<file path="config.mk">
export PLATFORM = sky130hd
export DESIGN_NAME = prog_loader
export DESIGN_NICKNAME = d
export VERILOG_FILES = /design/src/rtl/loader_pkg.sv /design/src/rtl/byte_assembler.sv /design/src/rtl/prog_loader.sv
export SDC_FILE = /design/constraint.sdc
export NUM_CORES = 1
export LEC_CHECK = 0
export BUFFER_PORTS_ARGS = -buffer_cell sky130_fd_sc_hd__clkbuf_2
export CAP_MARGIN = 20
export CORE_MARGIN = 2
export CORE_UTILIZATION = 52
export CTS_BUF_LIST = sky130_fd_sc_hd__clkbuf_4
export CTS_CLUSTER_SIZE = 28
export DETAILED_ROUTE_END_ITERATION = 10
export HOLD_SLACK_MARGIN = 0.12
export PLACE_DENSITY = 0.79
export SLEW_MARGIN = 20
export SYNTH_ARGS = -nofsm -noshare
export SYNTH_HDL_FRONTEND = slang
export SYNTH_SLANG_ARGS = --single-unit
</file>
<file path="constraint.sdc">
create_clock -name clk -period 3 [get_ports clk]
set_input_delay 0 -clock clk [delete_from_list [all_inputs] [get_ports clk]]
set_output_delay 0 -clock clk [all_outputs]
set_load 0.005 [all_outputs]
</file>
<file path="src/rtl/loader_pkg.sv">
// Shared constants for the program loader: command codes, FSM encoding and
// per-memory word sizes.
package loader_pkg;

    localparam logic [7:0] CMD_LOAD_IMEM = 8'hA0;
    localparam logic [7:0] CMD_LOAD_DMEM = 8'hA1;
    localparam logic [7:0] CMD_START     = 8'hA5;
    localparam logic [7:0] CMD_STOP      = 8'hAF;

    localparam int HDR_BYTES            = 4;
    localparam int IMEM_BYTES_PER_WORD  = 4;
    localparam int DMEM_BYTES_PER_WORD  = 8;

    typedef enum logic [2:0] {
        ST_IDLE  = 3'd0,
        ST_HDR   = 3'd1,
        ST_DATA  = 3'd2,
        ST_WRITE = 3'd3,
        ST_DONE  = 3'd4
    } state_t;

    // Index of the final byte of a word: 3 for IMEM words, 7 for DMEM words.
    function automatic logic [2:0] last_byte_idx(input logic mode8);
        return mode8 ? 3'(DMEM_BYTES_PER_WORD - 1) : 3'(IMEM_BYTES_PER_WORD - 1);
    endfunction

endpackage

</file>
<file path="src/rtl/byte_assembler.sv">
// Collects a little-endian byte stream into 32- or 64-bit words. The word
// output already includes the byte being accepted this cycle, so the caller
// can register the complete word on the same edge the last byte arrives.
module byte_assembler
    import loader_pkg::*;
(
    input  logic        clk,
    input  logic        i_srst,
    input  logic        i_clear,
    input  logic        i_valid,
    input  logic [7:0]  i_data,
    input  logic        i_mode8,
    output logic [63:0] o_word,
    output logic        o_complete
);

    logic [2:0]  r_cnt;
    logic [63:0] r_word;
    logic        w_last;

    assign w_last     = (r_cnt == last_byte_idx(i_mode8));
    assign o_complete = i_valid && w_last;

    // Present each byte lane, bypassing the incoming byte into its lane.
    generate
        for (genvar gi = 0; gi < 8; gi++) begin : g_lane
            assign o_word[gi*8 +: 8] = (i_valid && (r_cnt == 3'(gi))) ? i_data
                                                                      : r_word[gi*8 +: 8];
        end
    endgenerate

    // Lane store and byte position; position returns to 0 after the last byte.
    always_ff @(posedge clk) begin
        if (i_srst || i_clear) begin
            r_cnt  <= 3'd0;
            r_word <= 64'd0;
        end else if (i_valid) begin
            for (int i = 0; i < 8; i++) begin
                if (r_cnt == 3'(i)) begin
                    r_word[i*8 +: 8] <= i_data;
                end
            end
            r_cnt <= w_last ? 3'd0 : r_cnt + 3'd1;
        end
    end

endmodule

</file>
<file path="src/rtl/prog_loader.sv">
// Byte-stream program loader: parses load/start/stop commands and writes
// instruction and data memories one word per strobe.
module prog_loader
    import loader_pkg::*;
#(
    parameter int IMEM_DEPTH = 512,
    parameter int DMEM_DEPTH = 1024
) (
    input  logic        clk,
    input  logic        arst_n,
    input  logic        rx_valid,
    input  logic [7:0]  rx_data,
    output logic        rx_ready,
    output logic [63:0] addr_ext,
    output logic        wen_ext,
    output logic        ren_ext,
    output logic [31:0] wdata_ext,
    output logic [63:0] addr_ext_2,
    output logic        wen_ext_2,
    output logic        ren_ext_2,
    output logic [63:0] wdata_ext_2,
    output logic        enable,
    output logic        busy,
    output logic        err
);

    localparam logic [31:0] IMEM_LIMIT = 32'(IMEM_DEPTH);
    localparam logic [31:0] DMEM_LIMIT = 32'(DMEM_DEPTH);

    state_t      r_state,    w_state_next;
    logic [1:0]  r_hdr_cnt,  w_hdr_cnt_next;
    logic [15:0] r_base,     w_base_next;
    logic [15:0] r_count,    w_count_next;
    logic [15:0] r_word_cnt, w_word_cnt_next;
    logic        r_dmem,     w_dmem_next;
    logic        r_ovf,      w_ovf_next;
    logic        r_enable,   w_enable_next;
    logic        r_err,      w_err_next;
    logic        r_wen,      w_wen_next;
    logic        r_wen2,     w_wen2_next;
    logic [63:0] r_addr,     w_addr_next;
    logic [63:0] r_addr2,    w_addr2_next;
    logic [31:0] r_wdata,    w_wdata_next;
    logic [63:0] r_wdata2,   w_wdata2_next;

    logic        w_accept;
    logic        w_asm_clear;
    logic        w_asm_valid;
    logic [63:0] w_word;
    logic        w_word_done;
    logic [16:0] w_idx;
    logic [15:0] w_hdr_count;

    assign rx_ready    = (r_state == ST_IDLE) || (r_state == ST_HDR) || (r_state == ST_DATA);
    assign w_accept    = rx_valid && rx_ready;
    assign w_asm_valid = w_accept && (r_state == ST_DATA);
    // Word index is 17 bits so BASE+k never wraps back into range.
    assign w_idx       = {1'b0, r_base} + {1'b0, r_word_cnt};
    assign w_hdr_count = {rx_data, r_count[7:0]};

    byte_assembler u_asm (
        .clk        (clk),
        .i_srst     (arst_n),
        .i_clear    (w_asm_clear),
        .i_valid    (w_asm_valid),
        .i_data     (rx_data),
        .i_mode8    (r_dmem),
        .o_word     (w_word),
        .o_complete (w_word_done)
    );

    // Next-state and next-output decode for the frame parser.
    always_comb begin
        w_state_next    = r_state;
        w_hdr_cnt_next  = r_hdr_cnt;
        w_base_next     = r_base;
        w_count_next    = r_count;
        w_word_cnt_next = r_word_cnt;
        w_dmem_next     = r_dmem;
        w_ovf_next      = r_ovf;
        w_enable_next   = r_enable;
        w_err_next      = 1'b0;
        w_wen_next      = 1'b0;
        w_wen2_next     = 1'b0;
        w_addr_next     = r_addr;
        w_addr2_next    = r_addr2;
        w_wdata_next    = r_wdata;
        w_wdata2_next   = r_wdata2;
        w_asm_clear     = 1'b0;

        case (r_state)
            ST_IDLE: begin
                if (w_accept) begin
                    case (rx_data)
                        CMD_LOAD_IMEM, CMD_LOAD_DMEM: begin
                            if (r_enable) begin
                                // Never reload memories under a running CPU.
                                w_err_next = 1'b1;
                            end else begin
                                w_state_next    = ST_HDR;
                                w_dmem_next     = (rx_data == CMD_LOAD_DMEM);
                                w_hdr_cnt_next  = 2'd0;
                                w_word_cnt_next = 16'd0;
                                w_ovf_next      = 1'b0;
                                w_asm_clear     = 1'b1;
                            end
                        end
                        CMD_START: w_enable_next = 1'b1;
                        CMD_STOP:  w_enable_next = 1'b0;
                        default:   w_err_next    = 1'b1;
                    endcase
                end
            end
            ST_HDR: begin
                if (w_accept) begin
                    w_hdr_cnt_next = r_hdr_cnt + 2'd1;
                    case (r_hdr_cnt)
                        2'd0: w_base_next[7:0]   = rx_data;
                        2'd1: w_base_next[15:8]  = rx_data;
                        2'd2: w_count_next[7:0]  = rx_data;
                        default: begin
                            w_count_next[15:8] = rx_data;
                            w_state_next = (w_hdr_count != 16'd0) ? ST_DATA : ST_DONE;
                        end
                    endcase
                end
            end
            ST_DATA: begin
                if (w_word_done) begin
                    w_state_next    = ST_WRITE;
                    w_word_cnt_next = r_word_cnt + 16'd1;
                    if (r_dmem) begin
                        if (32'(w_idx) < DMEM_LIMIT) begin
                            w_wen2_next   = 1'b1;
                            w_addr2_next  = {44'd0, w_idx, 3'b000};
                            w_wdata2_next = w_word;
                        end else begin
                            w_ovf_next = 1'b1;
                        end
                    end else begin
                        if (32'(w_idx) < IMEM_LIMIT) begin
                            w_wen_next   = 1'b1;
                            w_addr_next  = {45'd0, w_idx, 2'b00};
                            w_wdata_next = w_word[31:0];
                        end else begin
                            w_ovf_next = 1'b1;
                        end
                    end
                end
            end
            ST_WRITE: begin
                if (r_word_cnt == r_count) begin
                    w_state_next = ST_DONE;
                    // Out-of-range words are reported while DONE is showing.
                    w_err_next   = r_ovf;
                end else begin
                    w_state_next = ST_DATA;
                end
            end
            ST_DONE: w_state_next = ST_IDLE;
            default: w_state_next = ST_IDLE;
        endcase
    end

    // State and output registers; reset abandons any frame in progress.
    always_ff @(posedge clk) begin
        if (arst_n) begin
            r_state    <= ST_IDLE;
            r_hdr_cnt  <= 2'd0;
            r_base     <= 16'd0;
            r_count    <= 16'd0;
            r_word_cnt <= 16'd0;
            r_dmem     <= 1'b0;
            r_ovf      <= 1'b0;
            r_enable   <= 1'b0;
            r_err      <= 1'b0;
            r_wen      <= 1'b0;
            r_wen2     <= 1'b0;
            r_addr     <= 64'd0;
            r_addr2    <= 64'd0;
            r_wdata    <= 32'd0;
            r_wdata2   <= 64'd0;
        end else begin
            r_state    <= w_state_next;
            r_hdr_cnt  <= w_hdr_cnt_next;
            r_base     <= w_base_next;
            r_count    <= w_count_next;
            r_word_cnt <= w_word_cnt_next;
            r_dmem     <= w_dmem_next;
            r_ovf      <= w_ovf_next;
            r_enable   <= w_enable_next;
            r_err      <= w_err_next;
            r_wen      <= w_wen_next;
            r_wen2     <= w_wen2_next;
            r_addr     <= w_addr_next;
            r_addr2    <= w_addr2_next;
            r_wdata    <= w_wdata_next;
            r_wdata2   <= w_wdata2_next;
        end
    end

    assign addr_ext    = r_addr;
    assign wen_ext     = r_wen;
    assign ren_ext     = 1'b0;
    assign wdata_ext   = r_wdata;
    assign addr_ext_2  = r_addr2;
    assign wen_ext_2   = r_wen2;
    assign ren_ext_2   = 1'b0;
    assign wdata_ext_2 = r_wdata2;
    assign enable      = r_enable;
    assign busy        = (r_state != ST_IDLE);
    assign err         = r_err;

endmodule

</file>
==> impl_metrics.csv <==
group,metric,value,unit
power,seq_power_share,51.5,%
grt,grt_usage,22.5,%
setup_path,arrival,3630,ps
floorplanning,die_x,157,um
power,p_total,6600,uW
timing,fmax,0.323,GHz
logic_synthesis,synth-async-reset-ratio,0,%
timing,fin_crit,3100,ps
setup_path,regToRegStartpoint,"r_base[0]",
setup_path,start_kind,"flip-flop",
timing,fin_ws,-98.7,ps
clock_network,cts_root_buf,"clkbuf_4",
timing,period_share,103,%
logic_synthesis,synth-seq-cells,256,
logic_synthesis,netlist_area,0.0121,mm^2
timing,slew_violations,0,
floorplanning,die_h,157,um
grt,grt_pass1_wl,44600,um
timing,rsz0062_at_grt,"yes",
floorplanning,core_area,0.0228,mm^2
timing,fin_skew,30.4,ps
flow_run,drv_cap,0,
clock_network,worst_skew_pair.late_latency,660,ps
route,vias,9646,
power,cellPowerDensity,455,mW/mm^2
place,dp_hpwl,18700,um
power,clockPowerShare,45.3,%
power,combPwrFrac,3.1,%
setup_path,crit_buf_inv,1,
logic_synthesis,synth_top_family_by_area,"simple AND/OR/NAND/NOR gates",
place,io_buffers,146,
setup_path,cp_data_required_time,3530,ps
grt,overflow,0,
route,first_pass_iters,8,
cells_and_area,multi_input_area,0.00637,mm^2
floorplanning,initial_utilization,53.2,%
grt,antenna_found_initial,1,
route,routed_wirelength,29600,um
clock_network,htree_levels,3,
clock_network,clk_pin_slew,70,ps
logic_synthesis,ys_types,56,
route,vias_per_cell,5.10,
logic_synthesis,synthCells,1297,
place,place_area,0.0131,mm^2
cells_and_area,fin_nets,1568,
clock_network,clock_sinks,256,
clock_network,clock_tree.buffer_depth,3,
worst_hold_path,hp-start,"rx_data[2]",
timing,setup_tns,-2530,ps
status,violations,"setup timing",
logic_synthesis,synthMuxAreaShare,15.7,%
route,dr.first_iter.drc_count,671,
route,drc,0,
timing,setup_viol,48,
floorplanning,num_rows,55,
power,internal_power,5040,uW
setup_path,critPathKind,"reg2reg",
logic_synthesis,synth-simple-area-share,20.9,%
setup_path,crit_slowest_cell,"or4_4",
setup_path,crit_chain,"ha_4 -> fa_2 -> a21o_1 -> a221oi_4 -> or2_4 -> a21oi_2 -> a211o_1 -> or4_4 -> buf_12 -> mux2_4",
cells_and_area,drive_above_1_share,26.5,%
clock_network,cts_tree,"yes",
logic_synthesis,ys.flop_type,"dfxtp_1",
timing,tightest_slew,771,ps
logic_synthesis,ys_warn_count,0,
cells_and_area,n_fill_cell,1820,
cells_and_area,ff_latch_area,0.00513,mm^2
logic_synthesis,synthTopCellsByArea,"dfxtp_1 42%, mux2i_1 12%, buf_4 6.0%",
place,gp_congestion,0.904,
timing,slew_headroom,48.6,%
worst_hold_path,min_path_type,"in2reg",
floorplanning,io_pins,243,
logic_synthesis,yosysTopAreaCellShare,42.3,%
cells_and_area,stdcell_area,0.0145,mm^2
logic_synthesis,synth_compound_area_share,6.00,%
logic_synthesis,synthAdderAreaFrac,2.95,%
logic_synthesis,syn-mean-instance-area,9.35,um^2
timing,hold_ws,410,ps
logic_synthesis,yosysTopAreaCell,"dfxtp_1",
power,swShare,23.6,%
route,wl_per_cell,15.7,um
setup_path,endpoint_kind,"flip-flop",
setup_path,path_delay_family,"compound AO/OA/AOI/OAI gates",
setup_path,critical_path.max_fanout,41,
setup_path,crit_start,"r_base[0]",
power,peakVddDrop,0.000241,V
logic_synthesis,seq_area_frac_synth,42.3,%
timing,hold_viol_final,0,
power,power.switching,1560,uW
cells_and_area,area_growth,19.6,%
grt,grt_pass1_vias,9143,
power,p_leak,0.00691,uW
route,ant_nets,0,
logic_synthesis,synth_xor_area_share,3.11,%
clock_network,numCtsBuffers,67,
setup_path,slowest_delay,560,ps
floorplanning,dieArea,0.0246,mm^2
logic_synthesis,synth_edf_count,0,
status,outcome,"finished with violations",
grt,grt_max_degree,107,
[per-stage QoR]
step,utilization (%),instances,worst slack (ps)
6_report,63.7,1890,-98.7
5_1_grt,63.7,1890,-208
4_1_cts,62.5,1878,-65.2
2_1_floorplan,-,1392,-76.9
3_5_place_dp,57.7,1743,-109
3_3_place_gp,57.7,1743,-63.4
[sequential cells by signal (all words and copies together), names as in the netlist, 2 cells and up]
signal        flops
r_hdr_cnt         2
r_word_cnt       16
r_state           3
u_asm.r_word     64
r_base           16
u_asm.r_cnt       3
r_count          16
wdata_ext        32
addr_ext_2       17
addr_ext         17
wdata_ext_2      64
[layout make-up]
class                           count  share of cell area, %
Tap cell                          313                   2.70
Inverter                           12                  0.311
Clock buffer                       91                   4.71
Antenna cell                        1                 0.0173
Timing Repair Buffer              242                   11.9
Sequential cell                   256                   35.4
Clock inverter                     25                   1.06
Multi-Input combinational cell    950                   43.9
[final timing paths]
path / cells after the start / slack [ps] / endpoint
setup reg to reg: 10 / -100 / wdata_ext_2[53]
setup / recovery: 10 / -100 / wdata_ext_2[53]
hold reg to reg: 2 / 460 / r_base[9]
hold / removal: 5 / 410 / r_base[2]
[cells in the final DEF, fill, tap and decap left out, drive strengths merged, types with 21 or more instances in the layout]
master  count
or2        34
nand3      48
xnor2      27
nand2      65
nor2b      33
a21oi      68
nor2      139
clkinv     21
nand2b     98
buf        79
dfxtp     256
mux2       32
conb       96
ha         27
mux2i     143
clkbuf    241
[power by group through the flow]
stage          sequential, uW  clock, uW  combinational [uW]
2_1_floorplan            3480          0                 214
3_3_place_gp             3480          0                 186
3_5_place_dp             3480          0                 186
4_1_cts                  3400       3060                 199
5_1_grt                  3400       3260                 224
6_report                 3400       2990                 207
[worst reg2reg max path, cell delays in order, from the launching register on]
cell      delay, ps
dfxtp_2         330
ha_4            170
fa_2            340
a21o_1          200
a221oi_4        320
or2_4           190
a21oi_2          40
a211o_1         240
or4_4           560
buf_12          220
mux2_4          370
[cell families (layout without fill, tap and decap cells)]
logic type | Yosys count | after routing
muxes | 175 | 175
and+or+nand+nor | 488 | 488
adders and majority gates | 28 | 28
DFF | 256 | 256
buffers and inverters | 186 | 370
xor gates and xnor gates | 43 | 43
AOI/OAI and AO/OA | 120 | 120
other | 1 | 97
[synthesized netlist by cell type (9+ instances only)]
| master | number |
|---|---|
| nor3_1 | 10 |
| nand4_1 | 12 |
| mux2_4 | 30 |
| dfxtp_1 | 256 |
| ha_1 | 27 |
| a21oi_1 | 66 |
| nand3_1 | 48 |
| buf_2 | 11 |
| mux2i_1 | 143 |
| a21o_1 | 9 |
| o21ai_0 | 13 |
| nor3b_1 | 10 |
| nand2b_1 | 98 |
| nand2_1 | 65 |
| buf_4 | 97 |
| nor2_1 | 139 |
| inv_1 | 12 |
| xor2_1 | 16 |
| nor2b_1 | 33 |
| or2_2 | 34 |
| xnor2_1 | 27 |
| clkbuf_1 | 62 |
[metal layers]
metal	up-vias	track usage (%)	share of wire (%)
met5	-	0	0
li1	4661	-	-
met3	58	4.38	5.1
met1	4608	27.8	43
met2	319	38.8	49
met4	0	8.82	2.3
[timing repair]
action / in CTS / in global routing
cloned: 1 / 7
endpoints found under the setup margin: 109 / 131
hold buffers: 13 / 0
hold endpoints to repair: 213 / 0
resized for setup: 11 / 26
buffers inserted: 5 / 5
pin swaps: 0 / 9
(Power assumes the default switching activity.)
